## src/rtl/ch4_noise_gen_pkg.sv

```systemverilog
`default_nettype none
// ============================================================================
// Module  : ch4_pkg
// Brief   : Shared types and helpers for the channel-4 noise generator:
//           FSM state type, LFSR width, divider period and LFSR step.
// Revision: 1.0  initial release
// ============================================================================
package ch4_pkg;

  // Channel run state
  typedef enum logic [0:0] {
    OFF = 1'b0,
    RUN = 1'b1
  } ch4_state_e;

  localparam int LFSR_W    = 15;
  // Width of the period value; 112<<13 fits, larger shifts only occur
  // with the divider held, so their truncation never matters.
  localparam int CH4_DIV_W = 22;

  // Divider period in clk cycles: (r==0 ? 8 : 16*r) << s
  function automatic logic [CH4_DIV_W-1:0] ch4_period(input logic [2:0] r,
                                                      input logic [3:0] s);
    logic [CH4_DIV_W-1:0] base;
    base = (r == 3'd0) ? CH4_DIV_W'(8) : CH4_DIV_W'({r, 4'b0000});
    return base << s;
  endfunction

  // One LFSR shift: feedback bit0^bit1 into bit14, and into bit6 in 7-bit mode
  function automatic logic [LFSR_W-1:0] lfsr_next(input logic [LFSR_W-1:0] lfsr,
                                                  input logic              short_mode);
    logic              x;
    logic [LFSR_W-1:0] n;
    x         = lfsr[0] ^ lfsr[1];
    n         = lfsr >> 1;
    n[LFSR_W-1] = x;
    if (short_mode) begin
      n[6] = x;
    end
    return n;
  endfunction

endpackage
`default_nettype wire

```

## src/rtl/ch4_noise_gen_if.sv

```systemverilog
`default_nettype none
// ============================================================================
// Module  : ch4_noise_gen_if
// Brief   : Decoded NR41..NR44 fields and strobes from the register block to
//           the noise generator, plus the generator's DAC/status outputs.
//           master = register block / mixer side, slave = noise generator.
// Revision: 1.0  initial release
// ============================================================================
interface ch4_noise_gen_if;
  logic       tick_64hz;
  logic       ch4_restart;
  logic [3:0] env_init;
  logic       env_up;
  logic [2:0] env_pace;
  logic [3:0] clk_shift;
  logic       lfsr_short;
  logic [2:0] div_code;
  logic       length_en;
  logic       length_expired;
  logic [3:0] ch4_out;
  logic       ch4_active;
  logic       dac_en;

  modport master (
    output tick_64hz, ch4_restart, env_init, env_up, env_pace,
           clk_shift, lfsr_short, div_code, length_en, length_expired,
    input  ch4_out, ch4_active, dac_en
  );

  modport slave (
    input  tick_64hz, ch4_restart, env_init, env_up, env_pace,
           clk_shift, lfsr_short, div_code, length_en, length_expired,
    output ch4_out, ch4_active, dac_en
  );
endinterface
`default_nettype wire

```

## src/rtl/ch4_noise_gen_envelope.sv

```systemverilog
`default_nettype none
// ============================================================================
// Module  : ch4_envelope
// Brief   : Volume envelope: pace counter advanced by the 64 Hz tick, volume
//           stepping up/down with saturation. Once a step is attempted at the
//           limit, stepping stops until the next load (restart).
// Revision: 1.0  initial release
// ============================================================================
module ch4_envelope
  import ch4_pkg::*;
(
  input  wire logic       clk,
  input  wire logic       apu_reset,
  input  wire logic       load,
  input  wire logic       tick,
  input  wire logic [3:0] init,
  input  wire logic       up,
  input  wire logic [2:0] pace,
  output logic      [3:0] volume
);

  logic [2:0] pace_cnt_q, pace_cnt_d;
  logic [3:0] vol_q, vol_d;
  logic       done_q, done_d;
  logic [3:0] pace_inc;

  // Widened so the compare against pace has no wrap when pace is lowered live
  assign pace_inc = {1'b0, pace_cnt_q} + 4'd1;

  // Next envelope state: load wins, pace==0 freezes, otherwise count ticks
  always_comb begin
    pace_cnt_d = pace_cnt_q;
    vol_d      = vol_q;
    done_d     = done_q;
    if (load) begin
      pace_cnt_d = 3'd0;
      vol_d      = init;
      done_d     = 1'b0;
    end else if (pace == 3'd0) begin
      pace_cnt_d = 3'd0;
    end else if (tick && !done_q) begin
      if (pace_inc >= {1'b0, pace}) begin
        pace_cnt_d = 3'd0;
        if (up && (vol_q != 4'd15)) begin
          vol_d = vol_q + 4'd1;
        end else if (!up && (vol_q != 4'd0)) begin
          vol_d = vol_q - 4'd1;
        end else begin
          done_d = 1'b1;
        end
      end else begin
        pace_cnt_d = pace_inc[2:0];
      end
    end
  end

  // Envelope registers
  always_ff @(posedge clk or posedge apu_reset) begin
    if (apu_reset) begin
      pace_cnt_q <= 3'd0;
      vol_q      <= 4'd0;
      done_q     <= 1'b0;
    end else begin
      pace_cnt_q <= pace_cnt_d;
      vol_q      <= vol_d;
      done_q     <= done_d;
    end
  end

  assign volume = vol_q;

endmodule
`default_nettype wire

```

## src/rtl/ch4_noise_gen.sv

```systemverilog
`default_nettype none
// ============================================================================
// Module  : ch4_noise_gen
// Brief   : Channel-4 noise generator: frequency divider, 15-bit LFSR,
//           volume envelope (ch4_envelope) and OFF/RUN channel control.
//           Produces the registered 4-bit DAC sample for the APU mixer.
// Config  : CH4_LFSR_DEBUG_EN adds output lfsr_q (live LFSR) and input
//           dbg_step (one forced LFSR step per clk while high).
// Revision: 1.0  initial release
// ============================================================================
module ch4_noise_gen
  import ch4_pkg::*;
#(
  parameter logic [LFSR_W-1:0] LFSR_SEED = 15'h7FFF,
  parameter int                DIV_W     = 22
) (
  input  wire logic              clk,
  input  wire logic              apu_reset,
`ifdef CH4_LFSR_DEBUG_EN
  input  wire logic              dbg_step,
  output logic      [LFSR_W-1:0] lfsr_q,
`endif
  ch4_noise_gen_if.slave         bus
);

  ch4_state_e        state_q, state_d;
  logic [LFSR_W-1:0] lfsr_state_q, lfsr_state_d;
  logic [DIV_W-1:0]  div_cnt_q, div_cnt_d;
  logic [3:0]        ch4_out_q, ch4_out_d;
  logic [3:0]        volume;
  logic [DIV_W-1:0]  period;
  logic              dac_en;
  logic              restart;
  logic              div_hold;
  logic              div_step;
  logic              dbg_force;
  logic              env_tick;

  assign dac_en   = (bus.env_init != 4'd0) || bus.env_up;
  assign restart  = bus.ch4_restart;
  // Shifts 14 and 15 park the divider so the LFSR never advances
  assign div_hold = (bus.clk_shift >= 4'd14);
  assign period   = DIV_W'(ch4_period(bus.div_code, bus.clk_shift));
  // A restart in the same cycle swallows the envelope tick
  assign env_tick = bus.tick_64hz && (state_q == RUN) && !restart;

`ifdef CH4_LFSR_DEBUG_EN
  assign dbg_force = dbg_step;
  assign lfsr_q    = lfsr_state_q;
`else
  assign dbg_force = 1'b0;
`endif

  // Channel FSM: DAC off dominates, then restart, then length expiry
  always_comb begin
    state_d = state_q;
    if (!dac_en) begin
      state_d = OFF;
    end else if (restart) begin
      state_d = RUN;
    end else if ((state_q == RUN) && bus.length_en && bus.length_expired) begin
      state_d = OFF;
    end
  end

  // Frequency divider: reload on restart and on each underflow, sampling
  // the live period at reload time
  always_comb begin
    div_cnt_d = div_cnt_q;
    div_step  = 1'b0;
    if (restart) begin
      div_cnt_d = period;
    end else if ((state_q == RUN) && !div_hold) begin
      if (div_cnt_q <= DIV_W'(1)) begin
        div_cnt_d = period;
        div_step  = 1'b1;
      end else begin
        div_cnt_d = div_cnt_q - DIV_W'(1);
      end
    end
  end

  // LFSR: re-seed on restart, else step on divider underflow; the mode bit
  // is read live so a mode change takes effect on the next step
  always_comb begin
    lfsr_state_d = lfsr_state_q;
    if (restart) begin
      lfsr_state_d = LFSR_SEED;
    end else if (div_step || dbg_force) begin
      lfsr_state_d = lfsr_next(lfsr_state_q, bus.lfsr_short);
    end
  end

  // Output sample: needs RUN both now and next so the DAC goes silent on the
  // same edge the channel turns off, and never shows a pre-seed LFSR bit
  always_comb begin
    ch4_out_d = 4'd0;
    if ((state_q == RUN) && (state_d == RUN) && !lfsr_state_q[0]) begin
      ch4_out_d = volume;
    end
  end

  // State, divider, LFSR and output registers
  always_ff @(posedge clk or posedge apu_reset) begin
    if (apu_reset) begin
      state_q      <= OFF;
      lfsr_state_q <= LFSR_SEED;
      div_cnt_q    <= '0;
      ch4_out_q    <= 4'd0;
    end else begin
      state_q      <= state_d;
      lfsr_state_q <= lfsr_state_d;
      div_cnt_q    <= div_cnt_d;
      ch4_out_q    <= ch4_out_d;
    end
  end

  ch4_envelope u_envelope (
    .clk       (clk),
    .apu_reset (apu_reset),
    .load      (restart),
    .tick      (env_tick),
    .init      (bus.env_init),
    .up        (bus.env_up),
    .pace      (bus.env_pace),
    .volume    (volume)
  );

  assign bus.ch4_out    = ch4_out_q;
  assign bus.ch4_active = (state_q == RUN);
  assign bus.dac_en     = dac_en;

endmodule
`default_nettype wire

```

## src/flat_wrapper.sv

```systemverilog
// flat-port wrapper written by rule: the top's interface ports become plain ports
module ch4_noise_gen_flat import ch4_pkg::*;
#(
  parameter logic [LFSR_W-1:0] LFSR_SEED = 15'h7FFF,
  parameter int                DIV_W     = 22
)
  (clk, apu_reset, bus_tick_64hz, bus_ch4_restart, bus_env_init, bus_env_up, bus_env_pace, bus_clk_shift, bus_lfsr_short, bus_div_code, bus_length_en, bus_length_expired, bus_ch4_out, bus_ch4_active, bus_dac_en);
  ch4_noise_gen_if bus_i ();
  input  wire logic clk;
  input  wire logic apu_reset;
  input wire logic [$bits(bus_i.tick_64hz)-1:0] bus_tick_64hz;
  input wire logic [$bits(bus_i.ch4_restart)-1:0] bus_ch4_restart;
  input wire logic [$bits(bus_i.env_init)-1:0] bus_env_init;
  input wire logic [$bits(bus_i.env_up)-1:0] bus_env_up;
  input wire logic [$bits(bus_i.env_pace)-1:0] bus_env_pace;
  input wire logic [$bits(bus_i.clk_shift)-1:0] bus_clk_shift;
  input wire logic [$bits(bus_i.lfsr_short)-1:0] bus_lfsr_short;
  input wire logic [$bits(bus_i.div_code)-1:0] bus_div_code;
  input wire logic [$bits(bus_i.length_en)-1:0] bus_length_en;
  input wire logic [$bits(bus_i.length_expired)-1:0] bus_length_expired;
  output wire logic [$bits(bus_i.ch4_out)-1:0] bus_ch4_out;
  output wire logic [$bits(bus_i.ch4_active)-1:0] bus_ch4_active;
  output wire logic [$bits(bus_i.dac_en)-1:0] bus_dac_en;
  assign bus_i.tick_64hz = bus_tick_64hz;
  assign bus_i.ch4_restart = bus_ch4_restart;
  assign bus_i.env_init = bus_env_init;
  assign bus_i.env_up = bus_env_up;
  assign bus_i.env_pace = bus_env_pace;
  assign bus_i.clk_shift = bus_clk_shift;
  assign bus_i.lfsr_short = bus_lfsr_short;
  assign bus_i.div_code = bus_div_code;
  assign bus_i.length_en = bus_length_en;
  assign bus_i.length_expired = bus_length_expired;
  assign bus_ch4_out = bus_i.ch4_out;
  assign bus_ch4_active = bus_i.ch4_active;
  assign bus_dac_en = bus_i.dac_en;
  ch4_noise_gen #(.LFSR_SEED(LFSR_SEED), .DIV_W(DIV_W)) u_core (.clk(clk), .apu_reset(apu_reset), .bus(bus_i));
endmodule
```

## config.mk

```make
export PLATFORM = sky130hd
export DESIGN_NAME = ch4_noise_gen_flat
export DESIGN_NICKNAME = d
export VERILOG_FILES = /design/src/rtl/ch4_noise_gen_pkg.sv /design/src/rtl/ch4_noise_gen_if.sv /design/src/rtl/ch4_noise_gen_envelope.sv /design/src/rtl/ch4_noise_gen.sv /design/src/flat_wrapper.sv
export SDC_FILE = /design/constraint.sdc
export NUM_CORES = 1
export LEC_CHECK = 0
export ABC_AREA = 1
export BUFFER_PORTS_ARGS = -buffer_cell sky130_fd_sc_hd__buf_2
export CORE_MARGIN = 5
export CORE_UTILIZATION = 35
export CTS_BUF_LIST = sky130_fd_sc_hd__clkbuf_4 sky130_fd_sc_hd__clkbuf_8
export DETAILED_ROUTE_END_ITERATION = 8
export SLEW_MARGIN = 20
export SYNTH_ARGS = -nofsm -noshare
export SYNTH_HDL_FRONTEND = slang
export SYNTH_SLANG_ARGS = --single-unit
export TNS_END_PERCENT = 5
```

## constraint.sdc

```tcl
create_clock -name clk -period 2.4 [get_ports clk]
set_input_delay 0.48 -clock clk [delete_from_list [all_inputs] [get_ports clk]]
set_output_delay 0.48 -clock clk [all_outputs]
set_load 0.05 [all_outputs]
```

==> results of run 1 <==
==> final timing paths <==
path,from,end,slack (ps),depth (start not counted)
max,u_core.div_cnt_q[0],u_core.div_cnt_q[9],260,12
min,apu_reset,u_core.div_cnt_q[20],330,3
max reg2reg,u_core.div_cnt_q[0],u_core.div_cnt_q[9],260,12
min reg2reg,u_core.lfsr_state_q[6],u_core.lfsr_state_q[6],470,2
max in group asynchronous,apu_reset,u_core.div_cnt_q[1],1630,3
min in group clk,u_core.lfsr_state_q[6],u_core.lfsr_state_q[6],470,2
==> logic make-up (layout without fill, tap and decap cells) <==
| logic type | after synthesis | count (layout) | share of synthesized area |
|---|---|---|---|
| AND/OR/NAND/NOR | 325 | 325 | 0.400 |
| AO/OA/AOI/OAI | 59 | 59 | 0.0936 |
| buffers and inverters | 57 | 84 | 0.0675 |
| flip-flops | 50 | 50 | 0.373 |
| XOR/XNOR | 11 | 11 | 0.0283 |
| adder cells (fa/ha/maj) | 9 | 9 | 0.0352 |
| multiplexers | 1 | 1 | 0.00294 |
==> routing by layer <==
layer / track usage / up-vias / wire (um)
li1: - / 1686 / -
met1: 0.209 / 1457 / 4140
met2: 0.254 / 68 / 4000
met3: 0.0302 / 10 / 393
met4: 0.0388 / 0 / 74
met5: 0 / - / 0
==> stage by stage <==
stage	instances	power [W]	util	hold slack, ps	instance area [um2]
2_1_floorplan	512	0.00194	-	443	3410
3_3_place_gp	664	0.00217	0.382	458	3680
4_1_cts	672	0.00284	0.394	354	3800
3_5_place_dp	664	0.00219	0.382	463	3680
6_report	672	0.00282	0.394	327	3800
5_1_grt	672	0.00304	0.394	395	3800
==> sequential cells by signal, indices dropped and copies added (netlist names) <==
signal	flops
u_core.div_cnt_q	22
u_core.lfsr_state_q	15
u_core.bus.ch4_out	4
u_core.u_envelope.volume	4
u_core.u_envelope.pace_cnt_q	3
u_core.bus.ch4_active	1
u_core.u_envelope.done_q	1
==> power by group through the flow <==
stage / registers (W) / clock network [W] / logic [W]
2_1_floorplan: 0.00123 / 0 / 0.000714
3_3_place_gp: 0.00123 / 0 / 0.000948
3_5_place_dp: 0.00123 / 0 / 0.000958
4_1_cts: 0.00122 / 0.000660 / 0.000963
5_1_grt: 0.00124 / 0.000683 / 0.00111
6_report: 0.00122 / 0.000640 / 0.000961
==> final cells by class <==
type                            count  area [um2]
Sequential cell                    50        1270
Clock inverter                      3        47.5
Timing Repair Buffer               32         173
Tap cell                          133         166
Multi-Input combinational cell    405        1910
Fill cell                        1044        5840
Inverter                           44         165
Clock buffer                        5        68.8
==> cells in the final DEF, fill, tap and decap left out, types with 4 or more instances in the layout <==
cell,netlist,layout
nand4_1,7,7
inv_1,39,38
ha_1,8,8
xnor2_1,7,7
o21ai_0,15,15
dfrtp_1,35,35
nor2_2,4,4
a21oi_1,9,9
nand2_1,188,188
dfstp_2,15,15
nor2_1,72,72
inv_2,5,6
clkbuf_8,0,5
buf_4,1,5
xor2_1,4,4
o21ai_1,26,26
nand3_1,38,38
buf_2,4,27
==> critical path, stage by stage, from the launching register on <==
cell	delay, ps
dfrtp_1	390
inv_1	150
ha_1	280
inv_2	60
nand2_1	70
nand3_1	90
nor2_1	130
nand3_2	130
nand2_4	200
nand2_4	300
nand2_1	140
nand2_1	60
o21ai_1	70
==> impl_metrics.csv, run 1 <==
group,metric,value,unit
drt,routedWlPerCell,12.8,um
outcome,status,"complete, no violations",
placement,dpl_worst_slack,307,ps
critical_path,cp_max_fo,43,
drt,via_count,3221,
drt,wirelength,8610,um
floorplanning,start_util,0.354,
yosys,synth_area_leaders,"dfrtp_1 (26%), nand2_1 (21%), dfstp_2 (12%), nor2_1 (7.9%), nand3_1 (5.6%)",
drt,drt_first_iter_violations,189,
timing,hold_violations,0,
global_routing,track_usage,0.154,
timing,finalSetupTns,0,ps
critical_path,required,2640,ps
yosys,yosys_most_used_dff,"dfrtp_1",
yosys,synth_area_leader_cell,"dfrtp_1",
yosys,synth.distinct_cells,38,
yosys,syn_area,3410,um2
floorplanning,die_w,109,um
yosys,synth.most_common_cell,"nand2_1",
global_routing,overflow,0,
critical_path,critPathLaunchType,"flip-flop",
floorplanning,io_pins,28,
placement,port_buffers,27,
placement,gp_congestion,0.920,
global_routing,grt_pass1_vias,3104,
pwr,net-switching-power,0.00112,W
clocking,root_buffer,"clkbuf_8",
drt,dr.pass1.iters,4,
yosys,syn-mean-instance-area,6.66,um2
clocking,cts_hold_buf,0,
yosys,synth_edf_count,0,
yosys,synth.top_cell.area_share,0.257,
yosys,async_flop_share,1.00,
yosys,netlist_instances,512,
global_routing,grt_pass1_wl,14500,um
pwr,cellLeakagePower,1.92,nW
pwr,seqPwrFrac,0.433,
pwr,power.internal,0.00170,W
pwr,pwr-share-clk,0.227,
yosys,synth.net_count,543,
global_routing,grt_max_degree,51,
timing,worst_slew_pin_slew,654,ps
cells_and_area,nNetsFinal,569,
pwr,combPwrFrac,0.340,
clocking,clockBufferDepth,2,
pwr,powerDensity,743,nW/um2
timing,timing.final.ws_setup,265,ps
floorplanning,rows,36,
yosys,ys_seq_elements,50,
drt,ant_nets,0,
global_routing,antenna_found_initial,0,
floorplanning,placeableCoreArea,9640,um2
timing,setup_violations,0,
cells_and_area,area_growth,11.5,%
critical_path,worst-setup-path-type,"reg2reg",
critical_path,cp-end-kind,"flip-flop",
clocking,cts_buffers,5,
yosys,synth_warnings,0,
pwr,ir_drop,0.389,mV
timing,slew_headroom,0.564,
clocking,cts_num_sinks,50,
clocking,post-cts-setup-buffers,0,
timing,rsz0062_at_grt,"no",
clocking,h-tree-depth,2,
drt,vias_per_cell,4.79,
cells_and_area,layout-drive-gt1-share,0.137,
floorplanning,fp.dieH,109,um
clocking,worstSkewPairLatency,320,ps
cells_and_area,antennaDiodeCount,0,
timing,fmax,468,MHz
clocking,tritoncts,"built",
timing,fin_crit_sh,0.890,
run,max_cap_violations,0,
critical_path,cp.arrival,2370,ps
yosys,seq_area_frac_synth,0.373,
clocking,cts_resized,0,
min_path,hold_class,"in2async",
timing,slew_violations,0,
pwr,swShare,0.398,
placement,hpwlAfterDp,6350,um
floorplanning,die-area,11800,um2
drt,drc,0,
timing,fin_crit,2140,ps
clocking,clk_pin_slew_worst_paths,100,ps
yosys,synth_common_cells,"nand2_1 (188), nor2_1 (72), inv_1 (39)",
timing,fin_worst_skew,10.7,ps
No activity file was read; power rests on OpenSTA's default activity.
==> run 2: changes to the inputs <==
Settings changed: CORE_MARGIN 5 to default, REMOVE_ABC_BUFFERS from default to 1.
==> run 2 against run 1 <==
Against the previous run: combinational power about the same; wire length down 3.9%; global-route usage up 2.2 points; clock power decreased by 5.8%; sequential cell count is the same; clock skew shrank 4.5 ps; register-to-register slack barely moved; power decreased by 1.6%; setup slack got worse by 10 ps; non-clock buffer count is the same; die area shrank 14%; first-iteration DRC count is 6.3% lower.
==> impl_metrics.csv, run 2 (same netlist as run 1, synthesis figures left out) <==
group,metric,value,unit
floorplanning,io_pins,28,
global_routing,grt_pass1_vias,3072,
critical_path,worst-setup-path-type,"reg2reg",
timing,rsz0062_at_grt,"no",
pwr,powerDensity,733,nW/um2
run,max_cap_violations,0,
clocking,clk_pin_slew_worst_paths,90,ps
timing,timing.final.ws_setup,254,ps
cells_and_area,final_common_cell,"nand2_1",
global_routing,grt_pass1_wl,14200,um
timing,fin_crit_sh,0.894,
drt,via_count,3211,
timing,fin_crit,2150,ps
cells_and_area,area_growth,11.2,%
floorplanning,placeableCoreArea,9330,um2
floorplanning,die_w,101,um
critical_path,critPathLaunchType,"flip-flop",
critical_path,cp-end-kind,"flip-flop",
critical_path,cp_max_fo,43,
clocking,h-tree-depth,2,
global_routing,overflow,0,
cells_and_area,top_register,"u_core.div_cnt_q",
cells_and_area,nNetsFinal,569,
placement,port_buffers,27,
floorplanning,fp.dieH,101,um
cells_and_area,fillers,972,
timing,hold_violations,0,
floorplanning,die-area,10100,um2
drt,drc,0,
critical_path,critPathSlowestCell,"dfrtp_1",
critical_path,path_common_cell,"nand2_1",
critical_path,required,2630,ps
drt,dr.pass1.iters,4,
timing,fmax,466,MHz
clocking,root_buffer,"clkbuf_8",
clocking,tritoncts,"built",
timing,fin_worst_skew,6.19,ps
cells_and_area,final_cell_mix,"nand2_1 (188), nor2_1 (72), inv_1 (38), nand3_1 (38), dfrtp_1 (35)",
cells_and_area,antennaDiodeCount,0,
pwr,ir_drop,0.390,mV
critical_path,rrSetupSlack,250,ps
pwr,cellLeakagePower,1.91,nW
drt,routedWlPerCell,12.4,um
drt,wirelength,8270,um
clocking,cts_buffers,5,
placement,dpl_worst_slack,297,ps
critical_path,cp_slowest_stage_delay,390,ps
drt,ant_nets,0,
min_path,hold_class,"in2async",
cells_and_area,layout-drive-gt1-share,0.137,
outcome,status,"complete, no violations",
timing,slew_violations,0,
clocking,post-cts-setup-buffers,0,
clocking,clockBufferDepth,2,
critical_path,cp.arrival,2380,ps
cells_and_area,largest_reg_flops,22,
cells_and_area,reg_top3,"u_core.div_cnt_q: 22 flops, u_core.lfsr_state_q: 15 flops",
timing,slew_headroom,0.612,
critical_path,r2r-start,"u_core.div_cnt_q[0]",
global_routing,antenna_found_initial,0,
critical_path,r2r_end,"u_core.div_cnt_q[4]",
clocking,worstSkewPairLatency,300,ps
drt,vias_per_cell,4.81,
clocking,cts_hold_buf,0,
clocking,cts_num_sinks,50,
critical_path,r2r_cells,12,
floorplanning,rows,35,
clocking,cts_resized,0,
global_routing,grt_max_degree,44,
placement,gp_congestion,0.935,
timing,setup_violations,0,
critical_path,crit_chain,"inv_1 > ha_1 > inv_2 > nand2_1 > nand3_1 > nor2_1 > nand3_2 > nand2_4 > nand2_4 > nand2_1 > nand2_1 > o21ai_1",
placement,hpwlAfterDp,6230,um
timing,finalSetupTns,0,ps
timing,worst_slew_pin_slew,581,ps
global_routing,track_usage,0.176,
floorplanning,start_util,0.365,
pwr,power.total,0.00278,W
drt,drt_first_iter_violations,177,
[run 2: changes by cell type in the layout (fill, tap and decap cells not counted)]
| cell | before | now |
|---|---|---|
| clkinvlp_4 | 0 | 2 |
| inv_6 | 2 | 0 |
[run 2: power breakdown]
group	total (W)	internal, W	switching [W]
Combinational	0.000958	0.000348	0.000609
Sequential	0.00122	0.00104	0.000182
Clock	0.000603	0.000310	0.000293
Total	0.00278	0.00169	0.00108
[run 2: critical path, delay by kind of cell, from the launching register on]
family,cells,cell delay (ps)
DFF,1,390
AOI/OAI and AO/OA,1,70
and+or+nand+nor,8,1100
buffers and inverters,2,200
adders and majority gates,1,300
[run 2: per-stage QoR]
step                instance area, um2  instances  utilization  hold slack (ps)
floorplan                         3340        499            -              444
detailed placement                3680        660        0.394              462
finish                            3790        668        0.406              230
global placement                  3680        660        0.394              458
global route                      3790        668        0.406              269
CTS                               3790        668        0.406              239
[run 2: worst max-delay path by stage]
stage	end	cells past startpoint	start
floorplan	u_core.div_cnt_q[4]	12	u_core.div_cnt_q[0]
global placement	u_core.div_cnt_q[4]	12	u_core.div_cnt_q[0]
detailed placement	u_core.div_cnt_q[4]	12	u_core.div_cnt_q[0]
CTS	u_core.div_cnt_q[4]	12	u_core.div_cnt_q[0]
global route	u_core.div_cnt_q[13]	12	u_core.div_cnt_q[0]
finish	u_core.div_cnt_q[4]	12	u_core.div_cnt_q[0]
[run 2: routing by layer]
layer  global-route usage  share of wire
met2                0.293           0.47
met5                    0              0
met3               0.0264          0.031
met4               0.0446          0.013
met1                0.240           0.49
[run 2: final cells by class]
class	instances	area [um2]	area share
tap	129	161	0.0426
timing repair buffer	32	173	0.0455
inverter	44	165	0.0436
sequential	50	1270	0.335
multi-input combinational	405	1910	0.503
clock buffer	5	68.8	0.0182
clock inverter	3	45.0	0.0119
